`config.mk`:
```
export PLATFORM = sky130hd
export DESIGN_NAME = fsm_control_param
export DESIGN_NICKNAME = d
export VERILOG_FILES = /design/src/rtl/fsm_pkg.sv /design/src/rtl/wait_timer.sv /design/src/rtl/fsm_control_param.sv
export SDC_FILE = /design/constraint.sdc
export NUM_CORES = 1
export LEC_CHECK = 0
export BUFFER_PORTS_ARGS = -buffer_cell sky130_fd_sc_hd__clkbuf_2
export CELL_PAD_IN_SITES_DETAIL_PLACEMENT = 2
export CELL_PAD_IN_SITES_GLOBAL_PLACEMENT = 2
export CORE_MARGIN = 10
export CORE_UTILIZATION = 27
export DETAILED_ROUTE_END_ITERATION = 8
export GPL_TIMING_DRIVEN = 0
export MAX_ROUTING_LAYER = met4
export PLACE_DENSITY = 0.76
export SLEW_MARGIN = 10
export SYNTH_ARGS = -nofsm -noshare
export SYNTH_HDL_FRONTEND = slang
export SYNTH_HIERARCHICAL = 1
export SYNTH_SLANG_ARGS = --single-unit
```
`constraint.sdc`:
```
create_clock -name clk -period 2.56 [get_ports clk]
set_input_delay 0.256 -clock clk [delete_from_list [all_inputs] [get_ports clk]]
set_output_delay 0.256 -clock clk [all_outputs]
set_load 0.005 [all_outputs]
```
`src/rtl/fsm_pkg.sv`:
```
// Shared constants for the parametrised multicycle controller.
// Holds opcode codes, the 4-bit state encodings, address-mux selects,
// the packed control-word type and a wait-state helper.
package fsm_pkg;

   // Opcodes; any code at or above OP_LIMIT is illegal.
   localparam logic [2:0] OP_SUM = 3'd0;
   localparam logic [2:0] OP_RES = 3'd1;
   localparam logic [2:0] OP_MOV = 3'd2;
   localparam logic [2:0] OP_OUT = 3'd3;
   localparam logic [2:0] OP_AND = 3'd4;
   localparam logic [2:0] OP_OR  = 3'd5;
   localparam logic [2:0] OP_JMP = 3'd6;
   localparam logic [2:0] OP_HLT = 3'd7;
   localparam int unsigned OP_LIMIT = 8;

   // State encodings (also exported on estado for debug).
   localparam logic [3:0] ST_IDLE = 4'd0;
   localparam logic [3:0] ST_F    = 4'd1;
   localparam logic [3:0] ST_D    = 4'd2;
   localparam logic [3:0] ST_OP1  = 4'd3;
   localparam logic [3:0] ST_OP2  = 4'd4;
   localparam logic [3:0] ST_WC   = 4'd5;
   localparam logic [3:0] ST_GA   = 4'd6;
   localparam logic [3:0] ST_WB   = 4'd7;
   localparam logic [3:0] ST_OA   = 4'd8;
   localparam logic [3:0] ST_JP   = 4'd9;
   localparam logic [3:0] ST_COU  = 4'd10;
   localparam logic [3:0] ST_HALT = 4'd11;
   localparam logic [3:0] ST_ERR  = 4'd12;

   // Address mux selects.
   localparam logic [2:0] SEL_PC  = 3'd0;
   localparam logic [2:0] SEL_OP1 = 3'd1;
   localparam logic [2:0] SEL_OP2 = 3'd2;
   localparam logic [2:0] SEL_DST = 3'd3;
   localparam logic [2:0] SEL_JMP = 3'd4;

   // Moore control word decoded from the state register.
   typedef struct packed {
      logic       enmem;
      logic       wrmem;
      logic       enir;
      logic       enrop1;
      logic       enrop2;
      logic       enrio;
      logic       enpc;
      logic       halted;
      logic       error;
      logic [2:0] selmux;
   } ctrl_t;

   // States that wait on mem_ready and are guarded by the watchdog.
   function automatic logic is_wait_state(input logic [3:0] st);
      return (st == ST_F) || (st == ST_WC) || (st == ST_WB);
   endfunction

endpackage

```
`src/rtl/wait_timer.sv`:
```
// Saturating wait-state counter with a programmable limit.
// Ports:
//   clk, rst_n : clock and asynchronous active-low reset
//   clr        : clear the count (has priority over inc)
//   inc        : count one more wait cycle
//   limit      : count value at which expired asserts
//   expired    : count has reached limit
module wait_timer #(
   parameter int unsigned TIMEOUT_W = 4
) (
   input  logic                 clk,
   input  logic                 rst_n,
   input  logic                 clr,
   input  logic                 inc,
   input  logic [TIMEOUT_W-1:0] limit,
   output logic                 expired
);

   logic [TIMEOUT_W-1:0] cnt_q;
   logic [TIMEOUT_W-1:0] cnt_d;

   always_comb begin
      cnt_d = cnt_q;
      if (clr) begin
         cnt_d = '0;
      end else if (inc && (cnt_q != {TIMEOUT_W{1'b1}})) begin
         // Saturate rather than wrap so a stuck memory can never look fresh.
         cnt_d = cnt_q + 1'b1;
      end
   end

   always_ff @(posedge clk or negedge rst_n) begin
      if (!rst_n) begin
         cnt_q <= '0;
      end else begin
         cnt_q <= cnt_d;
      end
   end

   assign expired = (cnt_q == limit);

endmodule

```
`src/rtl/fsm_control_param.sv`:
```
// Parametrised multicycle control unit for the accumulator/memory CPU.
// Sequences fetch, decode, operand fetch, write-back, I/O, jump and halt,
// with a mem_ready handshake guarded by a wait-state watchdog.
// Ports:
//   clk, rst_n          : clock, asynchronous active-low reset
//   start               : run enable, sampled in IDLE, JP and COU
//   operacion           : opcode from IR
//   mem_ready           : memory access complete
//   enmem, wrmem        : memory enable / write
//   enir, enrop1/2      : IR and operand register loads
//   enrio, enpc         : output register load, PC update
//   seloper, selmux     : ALU op select, address mux select
//   halted, error       : sticky status (absorbing states)
//   estado              : current state for debug
module fsm_control_param
   import fsm_pkg::*;
#(
   parameter int unsigned OP_W      = 3,
   parameter int unsigned TIMEOUT_W = 4,
   parameter int unsigned MAX_WAIT  = 15
) (
   input  logic            clk,
   input  logic            rst_n,
   input  logic            start,
   input  logic [OP_W-1:0] operacion,
   input  logic            mem_ready,
   output logic            enmem,
   output logic            wrmem,
   output logic            enir,
   output logic            enrop1,
   output logic            enrop2,
   output logic            enrio,
   output logic            enpc,
   output logic [OP_W-1:0] seloper,
   output logic [2:0]      selmux,
   output logic            halted,
   output logic            error,
   output logic [3:0]      estado
);

   // A limit of 0 turns the watchdog off.
   localparam bit                   WD_EN      = (MAX_WAIT != 0);
   localparam logic [TIMEOUT_W-1:0] WAIT_LIMIT = TIMEOUT_W'(MAX_WAIT);

   logic [3:0]  state_q;
   logic [3:0]  state_d;
   logic [31:0] op_ext;
   logic        in_wait;
   logic        expired;
   logic        timeout;
   ctrl_t       ctrl;

   assign op_ext  = 32'(operacion);
   assign in_wait = is_wait_state(state_q);
   // mem_ready has priority: timeout only fires on a cycle without ready.
   assign timeout = WD_EN && in_wait && !mem_ready && expired;

   wait_timer #(
      .TIMEOUT_W(TIMEOUT_W)
   ) u_wait_timer (
      .clk    (clk),
      .rst_n  (rst_n),
      .clr    (state_d != state_q),
      .inc    (in_wait && !mem_ready),
      .limit  (WAIT_LIMIT),
      .expired(expired)
   );

   always_comb begin
      state_d = state_q;
      case (state_q)
         ST_IDLE: if (start) state_d = ST_F;
         ST_F: begin
            if (mem_ready)    state_d = ST_D;
            else if (timeout) state_d = ST_ERR;
         end
         ST_D: begin
            if (op_ext >= OP_LIMIT) begin
               state_d = ST_ERR;
            end else begin
               case (op_ext[2:0])
                  OP_SUM, OP_RES, OP_AND, OP_OR: state_d = ST_OP1;
                  OP_MOV:                        state_d = ST_GA;
                  OP_OUT:                        state_d = ST_OA;
                  OP_JMP:                        state_d = ST_JP;
                  OP_HLT:                        state_d = ST_HALT;
                  default:                       state_d = ST_ERR;
               endcase
            end
         end
         ST_OP1: state_d = ST_OP2;
         ST_OP2: state_d = ST_WC;
         ST_GA:  state_d = ST_WB;
         ST_WC, ST_WB: begin
            if (mem_ready)    state_d = ST_COU;
            else if (timeout) state_d = ST_ERR;
         end
         ST_OA:         state_d = ST_COU;
         ST_JP, ST_COU: state_d = start ? ST_F : ST_IDLE;
         ST_HALT:       state_d = ST_HALT;
         ST_ERR:        state_d = ST_ERR;
         default:       state_d = ST_ERR;
      endcase
   end

   always_ff @(posedge clk or negedge rst_n) begin
      if (!rst_n) begin
         state_q <= ST_IDLE;
      end else begin
         state_q <= state_d;
      end
   end

   // Moore decode; seloper passes operacion through only where the ALU uses it.
   always_comb begin
      ctrl    = '0;
      seloper = '0;
      case (state_q)
         ST_F: begin
            ctrl.enmem  = 1'b1;
            ctrl.enir   = 1'b1;
            ctrl.selmux = SEL_PC;
         end
         ST_OP1, ST_GA: begin
            ctrl.enrop1 = 1'b1;
            ctrl.selmux = SEL_OP1;
         end
         ST_OP2: begin
            ctrl.enrop2 = 1'b1;
            ctrl.selmux = SEL_OP2;
            seloper     = operacion;
         end
         ST_WC: begin
            ctrl.enmem  = 1'b1;
            ctrl.wrmem  = 1'b1;
            ctrl.selmux = SEL_DST;
         end
         ST_WB: begin
            ctrl.enmem  = 1'b1;
            ctrl.wrmem  = 1'b1;
            ctrl.selmux = SEL_OP2;
            seloper     = operacion;
         end
         ST_OA: begin
            ctrl.enrio  = 1'b1;
            ctrl.selmux = SEL_OP1;
         end
         ST_JP: begin
            ctrl.enpc   = 1'b1;
            ctrl.selmux = SEL_JMP;
         end
         ST_COU:  ctrl.enpc   = 1'b1;
         ST_HALT: ctrl.halted = 1'b1;
         ST_ERR:  ctrl.error  = 1'b1;
         default: ;
      endcase
   end

   assign enmem  = ctrl.enmem;
   assign wrmem  = ctrl.wrmem;
   assign enir   = ctrl.enir;
   assign enrop1 = ctrl.enrop1;
   assign enrop2 = ctrl.enrop2;
   assign enrio  = ctrl.enrio;
   assign enpc   = ctrl.enpc;
   assign selmux = ctrl.selmux;
   assign halted = ctrl.halted;
   assign error  = ctrl.error;
   assign estado = state_q;

endmodule
```
* After elaboration in Yosys (flattened, before gate mapping) *
Memory sizes are Yosys's and may differ from the RTL's.
Cells that the tools add are included.

word-level totals
  flip-flop bits (word level) = 8
  memory bits (read-only) = 32
  input bits = 7
  output and inout port bits = 19
  logic and storage cells = 54
  memories kept = 1

memory list
  name             words  width  read ports  clocked after Yosys merged registers in  write ports  line                     text
  (no name shown)  8      4      1           0                                        0            fsm_control_param.sv:81  case (op_ext[2:0])

operators by class
  add/sub/neg operators = 1
  magnitude comparators = 1
  eq/ne operators = 15
  muxes and demuxes = 20
  reduce and logical (&&, ||, !) cells = 14

operators by type and width
  operator                                                               count
  4-bit one-hot mux with 10 select lines                                 1
  4-bit two-way mux                                                      7
  4-bit equality test, second input constant                             6
  4-bit by 3-bit equality test with 1-bit output, second input constant  4
  3-bit one-hot mux with 4 select lines                                  1
  1-bit two-way mux                                                      10
  4-bit by 2-bit equality test with 1-bit output, second input constant  2
  2-bit OR reduction                                                     4
  3-bit OR reduction                                                     2
  4-bit by 1-bit adder with 4-bit output, second input constant          1
  4-bit by 1-bit equality test with 1-bit output, second input constant  1
  3-bit by 4-bit >= comparator with 1-bit output, second input constant  1
  4-bit zero test                                                        1
  4-bit inequality test                                                  1
  4-bit inequality test, second input constant                           1
  1-bit logical AND                                                      3
  3-bit two-way mux                                                      1
  1-bit logical OR                                                       2
  2-bit nonzero test                                                     1
  1-bit zero test                                                        1

* Depth between registers and ports, before layout *
Gate-level depths: netlist of the first run.

  depth in word-level cells = 10
  depth in mapped cells = 8
  gate-level depth less buffers = 8

* Cells and area by module *
The synthesis of the first run kept the hierarchy.

by module, submodules not included
  module             instances  cells an instance  area each (um^2)  seq. area each (um^2)
  fsm_control_param  1          88                 589.3             100.1
  wait_timer         1          25                 259.0             100.1

* Least setup slack after synthesis of the first run *
Ideal clock, no wire load.

  path kind = register -> register
  from = register u_wait_timer.cnt_q[0]
  to = register u_wait_timer.cnt_q[0]
  data arrival time = 2,060 ps
  required time = 2,435 ps
  slack = 375 ps
  cell stages (with the launch flop) = 8
  buffers on the path = 0
  period minus slack after synthesis = 2,185 ps
  cell sequence = dfrtp_1 xor2_1 nor4_1 o21ai_1 a221o_1 o2111ai_1 nor2b_1 mux2_4

between the ends
  cells in the longest elaborated chain, start to end = 7
  elaborated cells on any way between the ends = 13
  classes of those cells = add/sub: 1; eq/ne: 3; mux: 6; reduce/logical: 3

RTL lines
  what                                                            line                                              text
  from (decl)                                                     wait_timer.sv:19                                  logic [TIMEOUT_W-1:0] cnt_q;
  from (signal assigned)                                          wait_timer.sv:36                                  cnt_q <= cnt_d;
  4-bit equality test (*)                                         wait_timer.sv:40                                  assign expired = (cnt_q == limit);
  via expired                                                     fsm_control_param.sv:49                           logic expired;
  1-bit logical AND (*)                                           fsm_control_param.sv:56                           assign timeout = WD_EN && in_wait && !mem_ready && expired;
  4-bit two-way mux (*)                                           fsm_control_param.sv:75, fsm_control_param.sv:96
  4-bit two-way mux (on tied branches)                            fsm_control_param.sv:95, fsm_control_param.sv:74
  4-bit one-hot mux with 10 select lines (*)                      fsm_control_param.sv:71                           case (state_q)
  4-bit inequality test (*)                                       fsm_control_param.sv:63                           .clr (state_d != state_q),
  4-bit two-way mux / 2-bit nonzero test (equally long branches)  n/a

Mark *: on every way through the listed nets, which the timed path passes. The rest lies on a longest branch. The select of a mux whose other input is x is not followed.
A chain may end at the register's enable or synchronous reset.

* Worst setup path in the final report of the first run *
Ends and elaborated chain as after synthesis.

==> impl_metrics.toml, run 1 <==
[detailed_routing]
drt_first_pass_iters = 3
routed_wl_um = 2940
vias = 937
postRouteAntennaNets = 0
viasPerCell = 4.96
post_drt_wl_per_cell_um = 15.6
drt_iter0_drc = 17
drc_errors = 0

[worst_setup_path]
cp_max_fo = 6
end_kind = "register"
r2r-start = "u_wait_timer/cnt_q[0]"
crit_required_ns = 2.70
worst-path-stages = 7
startpoint_type = "register"
cp_data_arrival_time_ns = 2.51
critPathSlowestCell = "nor4_2"
path_cells = "xor2_1 -> nor4_2 -> o21ai_1 -> a221o_1 -> o2111ai_2 -> nor2_1 -> mux2_4"
path_class = "register to register"
slowest_delay_ns = 0.48
reg2regPathDepth = 7
startpoint = "u_wait_timer/cnt_q[0]"
worst-path-buf-inv = 0
critPathTopFamily = "compound AO/OA/AOI/OAI gates"

[floorplan]
num_rows = 20
io-pin-count = 26
core-area_mm2 = 0.00303
die_h_um = 76.1
die_width_um = 76.1
dieArea_mm2 = 0.00578
start_util_pct = 28.0

[yosys]
ys_warn_count = 6
synth_edf_count = 0
synth_cells = 113
ys_top_cells_by_area = "dfrtp_1 (24%), xor2_1 (6.2%), nor3_1 (5.9%)"
synth_top_cell_area_share_pct = 23.6
yosysUniqueCellTypes = 43
synth-seq-cells = 8
synth_flop_cell = "dfrtp_1"
synth_area_per_cell_um2 = 7.51
synth_largest_area_cell = "dfrtp_1"
yosysSeqAreaShare_pct = 23.6
async_flop_share_pct = 100
netlist_area_um2 = 848

[global_route]
grt_util_all_layers_pct = 10.3
grt_overflow_total = 0
grt_pass1_vias = 1002
antenna_found_initial = 0
grt_max_degree = 11
grt_pass1_wl_um = 5000

[clock_network]
clk_pin_slew_ns = 0.05
cts_tree = "yes"
cts_buffers = 3
insertion_delay_ns = 0.25
cts_num_sinks = 8
cts_max_level = 1
cts_setup_buffers = 0
clockBufferDepth = 2
cts_root_buf = "clkbuf_4"

[timing]
hold_viol_final = 0
fin_crit_ns = 2.37
slew_viol_final = 0
fmax_mhz = 422
timing.final.crit_share_pct = 92.6
skew_ns = 0.000569
setup-violations-final = 0
rsz0062_at_grt = "false"

[placement]
place.gp.congestion = 0.830
dp_hpwl_um = 2390
port_buffers = 25

[pwr]
power_uw = 1160
swShare_pct = 49.4
internal_power_uw = 588
p_leak_uw = 0.000529
p_switching_uw = 574
pwr-share-comb_pct = 74.6
vdd_drop_max_v = 0.000286
p_per_area_mw_per_mm2 = 1070
p_seq_share_pct = 17.0
pwr-share-clk_pct = 8.4

[layout]
num-fill-cells = 365
final_util_pct = 35.8
finish.net_count = 155
drive_gt1_share_pct = 27.6
syn_to_final_growth_pct = 27.9
antenna_cells = 0

[status]
status = "completed"

[hold_path]
hp-start = "operacion[2]"
hp-class = "primary input to register"
min_path_cells = 3

[job]
drv_cap = 0
synth_stat cells, types with 2 or more instances:
cell type	n
a21oi_1	6
and2_1	2
buf_2	4
buf_4	2
clkbuf_1	2
dfrtp_1	8
inv_1	4
mux2i_1	3
nand2_1	7
nand2b_1	7
nor2_1	12
nor2b_1	4
nor3_1	10
o21a_1	2
o21ai_0	3
o21ai_1	3
o21bai_1	2
o221ai_1	2
xor2_1	6
worst paths after layout:
kind / end / slack (ns)
max: u_wait_timer/cnt_q[0] / 0.19
min: estado[3] / 0.29
max reg2reg: u_wait_timer/cnt_q[0] / 0.19
min reg2reg: u_wait_timer/cnt_q[1] / 0.64
max in group asynchronous: estado[3] / 2.00
min in group asynchronous: u_wait_timer/cnt_q[0] / 0.38
what timing repair did:
action                                 4_1_cts  5_1_grt
hold buffers                                 1        0
pin swaps                                    0        0
setup endpoints to repair                    2        2
gates resized for setup                      1        1
endpoints found under the hold margin        8        0
cell usage in the layout (no fill, tap or decap), types with 2 or more instances in the layout:
| master | count |
|---|---|
| nand2b_1 | 7 |
| dfrtp_1 | 8 |
| clkbuf_4 | 3 |
| o21bai_1 | 2 |
| inv_1 | 4 |
| clkbuf_1 | 2 |
| o21ai_1 | 3 |
| mux2i_1 | 3 |
| nor3_1 | 10 |
| xor2_1 | 6 |
| buf_4 | 2 |
| nor2b_1 | 4 |
| o21a_1 | 2 |
| buf_2 | 4 |
| o21ai_0 | 3 |
| conb_1 | 4 |
| and2_1 | 2 |
| clkbuf_2 | 25 |
| nand2_1 | 7 |
| nor2_1 | 12 |
| o221ai_1 | 2 |
| a21oi_1 | 6 |
kinds of logic (layout without fill, tap and decap cells):
logic type      count (synthesis)  count (layout)  synth area share, %
simple gates                   54              54                 35.3
compound gates                 26              26                 19.9
buf+inv                        12              41                 6.78
flops                           8               8                 23.6
xor+xnor                        7               7                 7.23
mux                             4               4                 5.31
fa+ha+maj                       1               1                 1.47
other cells                     1               4                0.442
power groups by stage:
| stage | Combinational, uW | Clock [uW] | Sequential, uW |
|---|---|---|---|
| after detailed placement | 868 | 0 | 200 |
| final | 867 | 97.5 | 197 |
| after floorplan | 581 | 0 | 193 |
| after CTS | 877 | 104 | 198 |
| after global placement | 852 | 0 | 197 |
| after global routing | 979 | 108 | 204 |
worst register-to-register path, delay by kind of cell, from the launching register on:
family | cells | cell delay (ns)
AO/OA/AOI/OAI | 3 | 0.86
AND/OR/NAND/NOR | 2 | 0.58
flip-flops | 1 | 0.44
multiplexers | 1 | 0.26
XOR/XNOR | 1 | 0.11
through the flow:
stage / hold slack (ns) / instance area (um2) / TNS (ns) / std cells / setup slack [ns]
6_report: 0.293 / 1080 / 0 / 189 / 0.189
3_5_place_dp: 0.116 / 1040 / -0.145 / 185 / -0.125
3_3_place_gp: 0.110 / 1040 / -0.0282 / 185 / -0.0282
4_1_cts: 0.289 / 1080 / 0 / 189 / 0.0468
5_1_grt: 0.306 / 1080 / 0 / 189 / 0.00569
2_1_floorplan: -0.0396 / 860 / 0 / 116 / 0.375
final cells by class:
cell class,count,area [um2],share of cell area [%]
multi-input cells,96,614,56.6
flip-flops and latches,8,200,18.5
repair buffers,26,135,12.5
well taps,44,55.1,5.07
plain buffers,8,42.5,3.92
clock buffers,3,22.5,2.08
inverters,4,15.0,1.38
sequential cells by signal (all words and copies together), names as in the netlist:
signal              count
estado                  4
u_wait_timer/cnt_q      4
per-layer routing:
metal,vias to the layer above,track usage [%],wire length [um]
met3,0,1.77,57
met4,0,1.67,0
met1,468,11.8,1270
met2,14,18.6,1620
li1,455,-,-
met5,-,-,0
Power figures use the tool's default switching activity.
==> inputs of run 2 (changes only) <==
Settings changed: MAX_ROUTING_LAYER met4 to not set, PLACE_DENSITY 0.76 to not set, PLACE_DENSITY_LB_ADDON set to 0.1.
==> run 2 against run 1 <==
Effect of this change:
- hold slack gained 0.016 ns
- via count fell by 0.11%
- die area did not move
- cell count is the same
- critical path depth stayed put
- power increased by 2.1%
- global-route usage up 0.63 points
- wire length up 4.5%
- clock power fell by 2.9%
- critical endpoint unchanged
- sequential power is essentially flat
- clock-buffer cell count is the same
==> impl_metrics.toml, run 2 (synthesized netlist as in run 1, its figures left out) <==
[global_route]
grt_overflow_total = 0
grt_pass1_vias = 1103
grt_max_degree = 11
grt_pass1_wl_um = 5290
antenna_found_initial = 0
grt_util_all_layers_pct = 10.9

[worst_setup_path]
end_kind = "register"
startpoint_type = "register"
cp_data_arrival_time_ns = 2.46
path_class = "register to register"
r2r_slack_ns = 0.24
cp_max_fo = 6
crit_required_ns = 2.70

[placement]
place.gp.congestion = 0.773
port_buffers = 25
dp_hpwl_um = 2440
dp_worst_setup_slack_ns = -0.147

[floorplan]
die_h_um = 76.1
dieArea_mm2 = 0.00578
die_width_um = 76.1
io-pin-count = 26
num_rows = 20
start_util_pct = 28.0
core-area_mm2 = 0.00303

[pwr]
p_per_area_mw_per_mm2 = 1090
p_leak_uw = 0.000529
power_uw = 1190
vdd_drop_max_v = 0.000270

[clock_network]
cts_tree = "yes"
clockBufferDepth = 2
cts_num_sinks = 8
cts_max_level = 1
cts_buffers = 3
insertion_delay_ns = 0.25
cts_root_buf = "clkbuf_4"
cts_setup_buffers = 0
clk_pin_slew_ns = 0.05

[timing]
setup_slack_ns = 0.237
skew_ns = 0.00213
setup-violations-final = 0
slew_viol_final = 0
tns_ns = 0
fmax_mhz = 430
timing.final.crit_share_pct = 90.7
hold_viol_final = 0
rsz0062_at_grt = "false"
whs_ns = 0.309
fin_crit_ns = 2.32

[layout]
finish.net_count = 155
layout_commonest_cell = "clkbuf_2"
syn_to_final_growth_pct = 27.9
final_util_pct = 35.8
antenna_cells = 0
final_cell_mix = "clkbuf_2 (25), nor2_1 (12), nor3_1 (10)"
drive_gt1_share_pct = 27.6

[detailed_routing]
postRouteAntennaNets = 0
post_drt_wl_per_cell_um = 16.3
vias = 936
drt_iter0_drc = 34
routed_wl_um = 3080
drc_errors = 0
drt_first_pass_iters = 4
viasPerCell = 4.95

[hold_path]
hp-class = "primary input to register"

[status]
status = "completed"

[job]
drv_cap = 0
==> run 2: cell counts in the layout (fill, tap and decap cells not counted) <==
No cell type changed its count.
==> run 2: area by class of cell <==
cell class / count / area, um2
buffer: 8 / 42.5
clock buffer: 3 / 22.5
fill: 360 / 1940
inverter: 4 / 15.0
multi-input combinational: 96 / 614
sequential: 8 / 200
tap: 44 / 55.1
timing repair buffer: 26 / 135
==> run 2: path summary, 6_finish.rpt <==
| check | start | to | cells past startpoint |
|---|---|---|---|
| setup reg to reg | u_wait_timer/cnt_q[0] | u_wait_timer/cnt_q[0] | 7 |
| hold / removal | operacion[2] | estado[3] | 3 |
| max in group asynchronous | rst_n | estado[2] | 2 |
| setup / recovery | u_wait_timer/cnt_q[0] | u_wait_timer/cnt_q[0] | 7 |
| hold reg to reg | u_wait_timer/cnt_q[3] | u_wait_timer/cnt_q[3] | 2 |
| min in group asynchronous | rst_n | u_wait_timer/cnt_q[2] | 2 |
==> run 2: per-layer routing <==
metal	routed length, um	track usage (%)
met1	1280	11.3
met2	1620	20.4
met3	117	3.07
met4	57	3.90
met5	0	0
==> run 2: power by group <==
part           total [uW]  internal [uW]  switching, uW
Sequential            198            163           34.8
Clock                94.7           53.5           41.2
Combinational         893            372            522
Total                1190            588            598
==> run 2: stage by stage <==
step | instance area (um2) | std cells
finish | 1080 | 189
global route | 1080 | 189
CTS | 1080 | 189
detailed placement | 1040 | 185
global placement | 1040 | 185
floorplan | 860 | 116
==> run 2: what timing repair did <==
action,4_1_cts,5_1_grt
pin swaps,0,0
endpoints found under the setup margin,2,2
resized for setup,1,1
cloned,0,0
hold endpoints to repair,8,0
hold buffers,1,0
==> run 2: critical path, stage by stage (launching register included) <==
cell and delay, ns:
dfrtp_1 0.44, xor2_1 0.11, nor4_2 0.44, o21ai_1 0.12, a221o_1 0.40, o2111ai_2 0.34, nor2b_1 0.08, mux2_4 0.27
==> inputs of run 3 (changes only) <==
Settings changed: CORE_UTILIZATION 27 to 29, CTS_BUF_LIST set to sky130_fd_sc_hd__clkbuf_4 sky130_fd_sc_hd__clkbuf_8.
==> run 3 against run 2 <==
Effect of this change:
- flip-flop and latch count unchanged
- design area down 0.69%
- non-clock buffer count unchanged
- via count down 1.1%
- sequential power about the same
- power down 0.21%
- global-route usage up 0.62 points
- utilization up 2.9 points
- register-to-register slack better by 0.08 ns
- combinational power down 0.7%
- clock skew about the same
- critical endpoint unchanged
==> impl_metrics.toml, run 3 (synthesized netlist as in run 1, its figures left out) <==
[status]
status = "completed"

[timing]
rsz0062_at_grt = "false"
fin_crit_ns = 2.24
setup_slack_ns = 0.316
timing.final.crit_share_pct = 87.7
slew_viol_final = 0
hold_viol_final = 0
fmax_mhz = 446
setup-violations-final = 0
skew_ns = 0.00263

[floorplan]
io-pin-count = 26
core-area_mm2 = 0.00278
die_width_um = 74.1
die_h_um = 74.1
num_rows = 19
dieArea_mm2 = 0.00549
start_util_pct = 30.5

[detailed_routing]
drt_iter0_drc = 26
postRouteAntennaNets = 0
vias = 926
viasPerCell = 5.26
routed_wl_um = 3000
drc_errors = 0
post_drt_wl_per_cell_um = 17.0
drt_first_pass_iters = 4

[worst_setup_path]
cp_data_arrival_time_ns = 2.38
crit_required_ns = 2.69
cp-endpoint = "u_wait_timer/cnt_q[0]"
slowest_delay_ns = 0.44
path_cells = "xor2_1 -> nor4_4 -> o21ai_1 -> a221o_1 -> o2111ai_2 -> nor2b_1 -> mux2_4"
end_kind = "register"
startpoint = "u_wait_timer/cnt_q[0]"
r2r-start = "u_wait_timer/cnt_q[0]"
startpoint_type = "register"
critPathTopFamily = "compound AO/OA/AOI/OAI gates"
cp_max_fo = 6
r2r-end = "u_wait_timer/cnt_q[0]"
path_class = "register to register"
reg2regPathDepth = 7
r2r_slack_ns = 0.32
worst-path-stages = 7
worst-path-buf-inv = 0
critPathSlowestCell = "dfrtp_1"

[job]
drv_cap = 0

[clock_network]
clockBufferDepth = 2
cts_setup_buffers = 0
cts_buffers = 3
clk_pin_slew_ns = 0.06
cts_tree = "yes"
cts_root_buf = "clkbuf_4"
cts_num_sinks = 8
insertion_delay_ns = 0.25
cts_max_level = 1

[global_route]
grt_overflow_total = 0
grt_pass1_wl_um = 5120
antenna_found_initial = 0
grt_max_degree = 11
grt_pass1_vias = 1023
grt_util_all_layers_pct = 11.6

[placement]
port_buffers = 25
dp_cells = 172
dp_hpwl_um = 2370
dp_worst_setup_slack_ns = -0.108
place.gp.congestion = 0.809

[pwr]
pwr-share-comb_pct = 75.0
pwr-share-clk_pct = 8.2
p_leak_uw = 0.000530
vdd_drop_max_v = 0.000390
internal_power_uw = 590
swShare_pct = 50.2
p_switching_uw = 594
p_seq_share_pct = 16.8
power_uw = 1180
p_per_area_mw_per_mm2 = 1100

[layout]
final_cell_mix = "clkbuf_2 (25), nor2_1 (12), nor3_1 (10)"
finalNonFillerCells = 176
final_util_pct = 38.7
area.sequential_um2 = 200
num-fill-cells = 351
syn_to_final_growth_pct = 27.0
antenna_cells = 0
layout_commonest_cell = "clkbuf_2"
multiInputGateArea_um2 = 623
drive_gt1_share_pct = 27.6
finish.net_count = 155

[hold_path]
hp-class = "primary input to register"
[run 3: worst min-delay path by stage]
| stage | startpoint | to | slack [ns] | cells after the start |
|---|---|---|---|---|
| after global routing | operacion[0] | estado[3] | 0.35 | 3 |
| final | operacion[2] | estado[3] | 0.34 | 3 |
| after CTS | operacion[2] | estado[3] | 0.33 | 3 |
| after global placement | rst_n | u_wait_timer/cnt_q[3] | 0.11 | 1 |
| after floorplan | rst_n | estado[0] | -0.04 | 0 |
| after detailed placement | rst_n | u_wait_timer/cnt_q[3] | 0.12 | 1 |
[run 3: cell type report]
type / instances / area share (%)
Tap cell: 31 / 3.60
Buffer: 8 / 3.95
Multi-Input combinational cell: 96 / 57.8
Clock buffer: 3 / 2.09
Timing Repair Buffer: 26 / 12.5
Inverter: 4 / 1.39
Sequential cell: 8 / 18.6
[run 3: layer usage]
metal  up-vias  share of wire (%)  GRT usage [%]
li1        451                  -              -
met1       460                 43           13.3
met2        13                 54           21.7
met3         2                2.2           1.06
met4         0               0.83           3.73
met5         -                  0              0
[run 3: worst reg2reg max path, cell delays in order, from the launching register on]
cell and delay, ns:
dfrtp_1 0.44, xor2_1 0.13, nor4_4 0.35, o21ai_1 0.12, a221o_1 0.39, o2111ai_2 0.34
nor2b_1 0.09, mux2_4 0.27
[run 3: power groups by stage]
stage	logic, uW	registers (uW)	clock network (uW)
final	887	199	96.9
after global routing	1000	205	108
after CTS	889	200	104
after detailed placement	878	202	0
after global placement	856	199	0
after floorplan	581	193	0
[run 3: repair_timing]
| item | in CTS | in global routing |
|---|---|---|
| endpoints found under the hold margin | 8 | 0 |
| pin swaps | 0 | 0 |
| gates resized for setup | 1 | 2 |
| setup endpoints to repair | 2 | 3 |
| hold buffers | 1 | 0 |
[run 3: through the flow]
stage / hold WS, ns / setup TNS, ns / area, um2
6_report: 0.338 / 0 / 1080
5_1_grt: 0.353 / 0 / 1080
4_1_cts: 0.329 / 0 / 1060
3_5_place_dp: 0.122 / -0.108 / 1020
3_3_place_gp: 0.109 / -0.0493 / 1020
2_1_floorplan: -0.0396 / 0 / 860
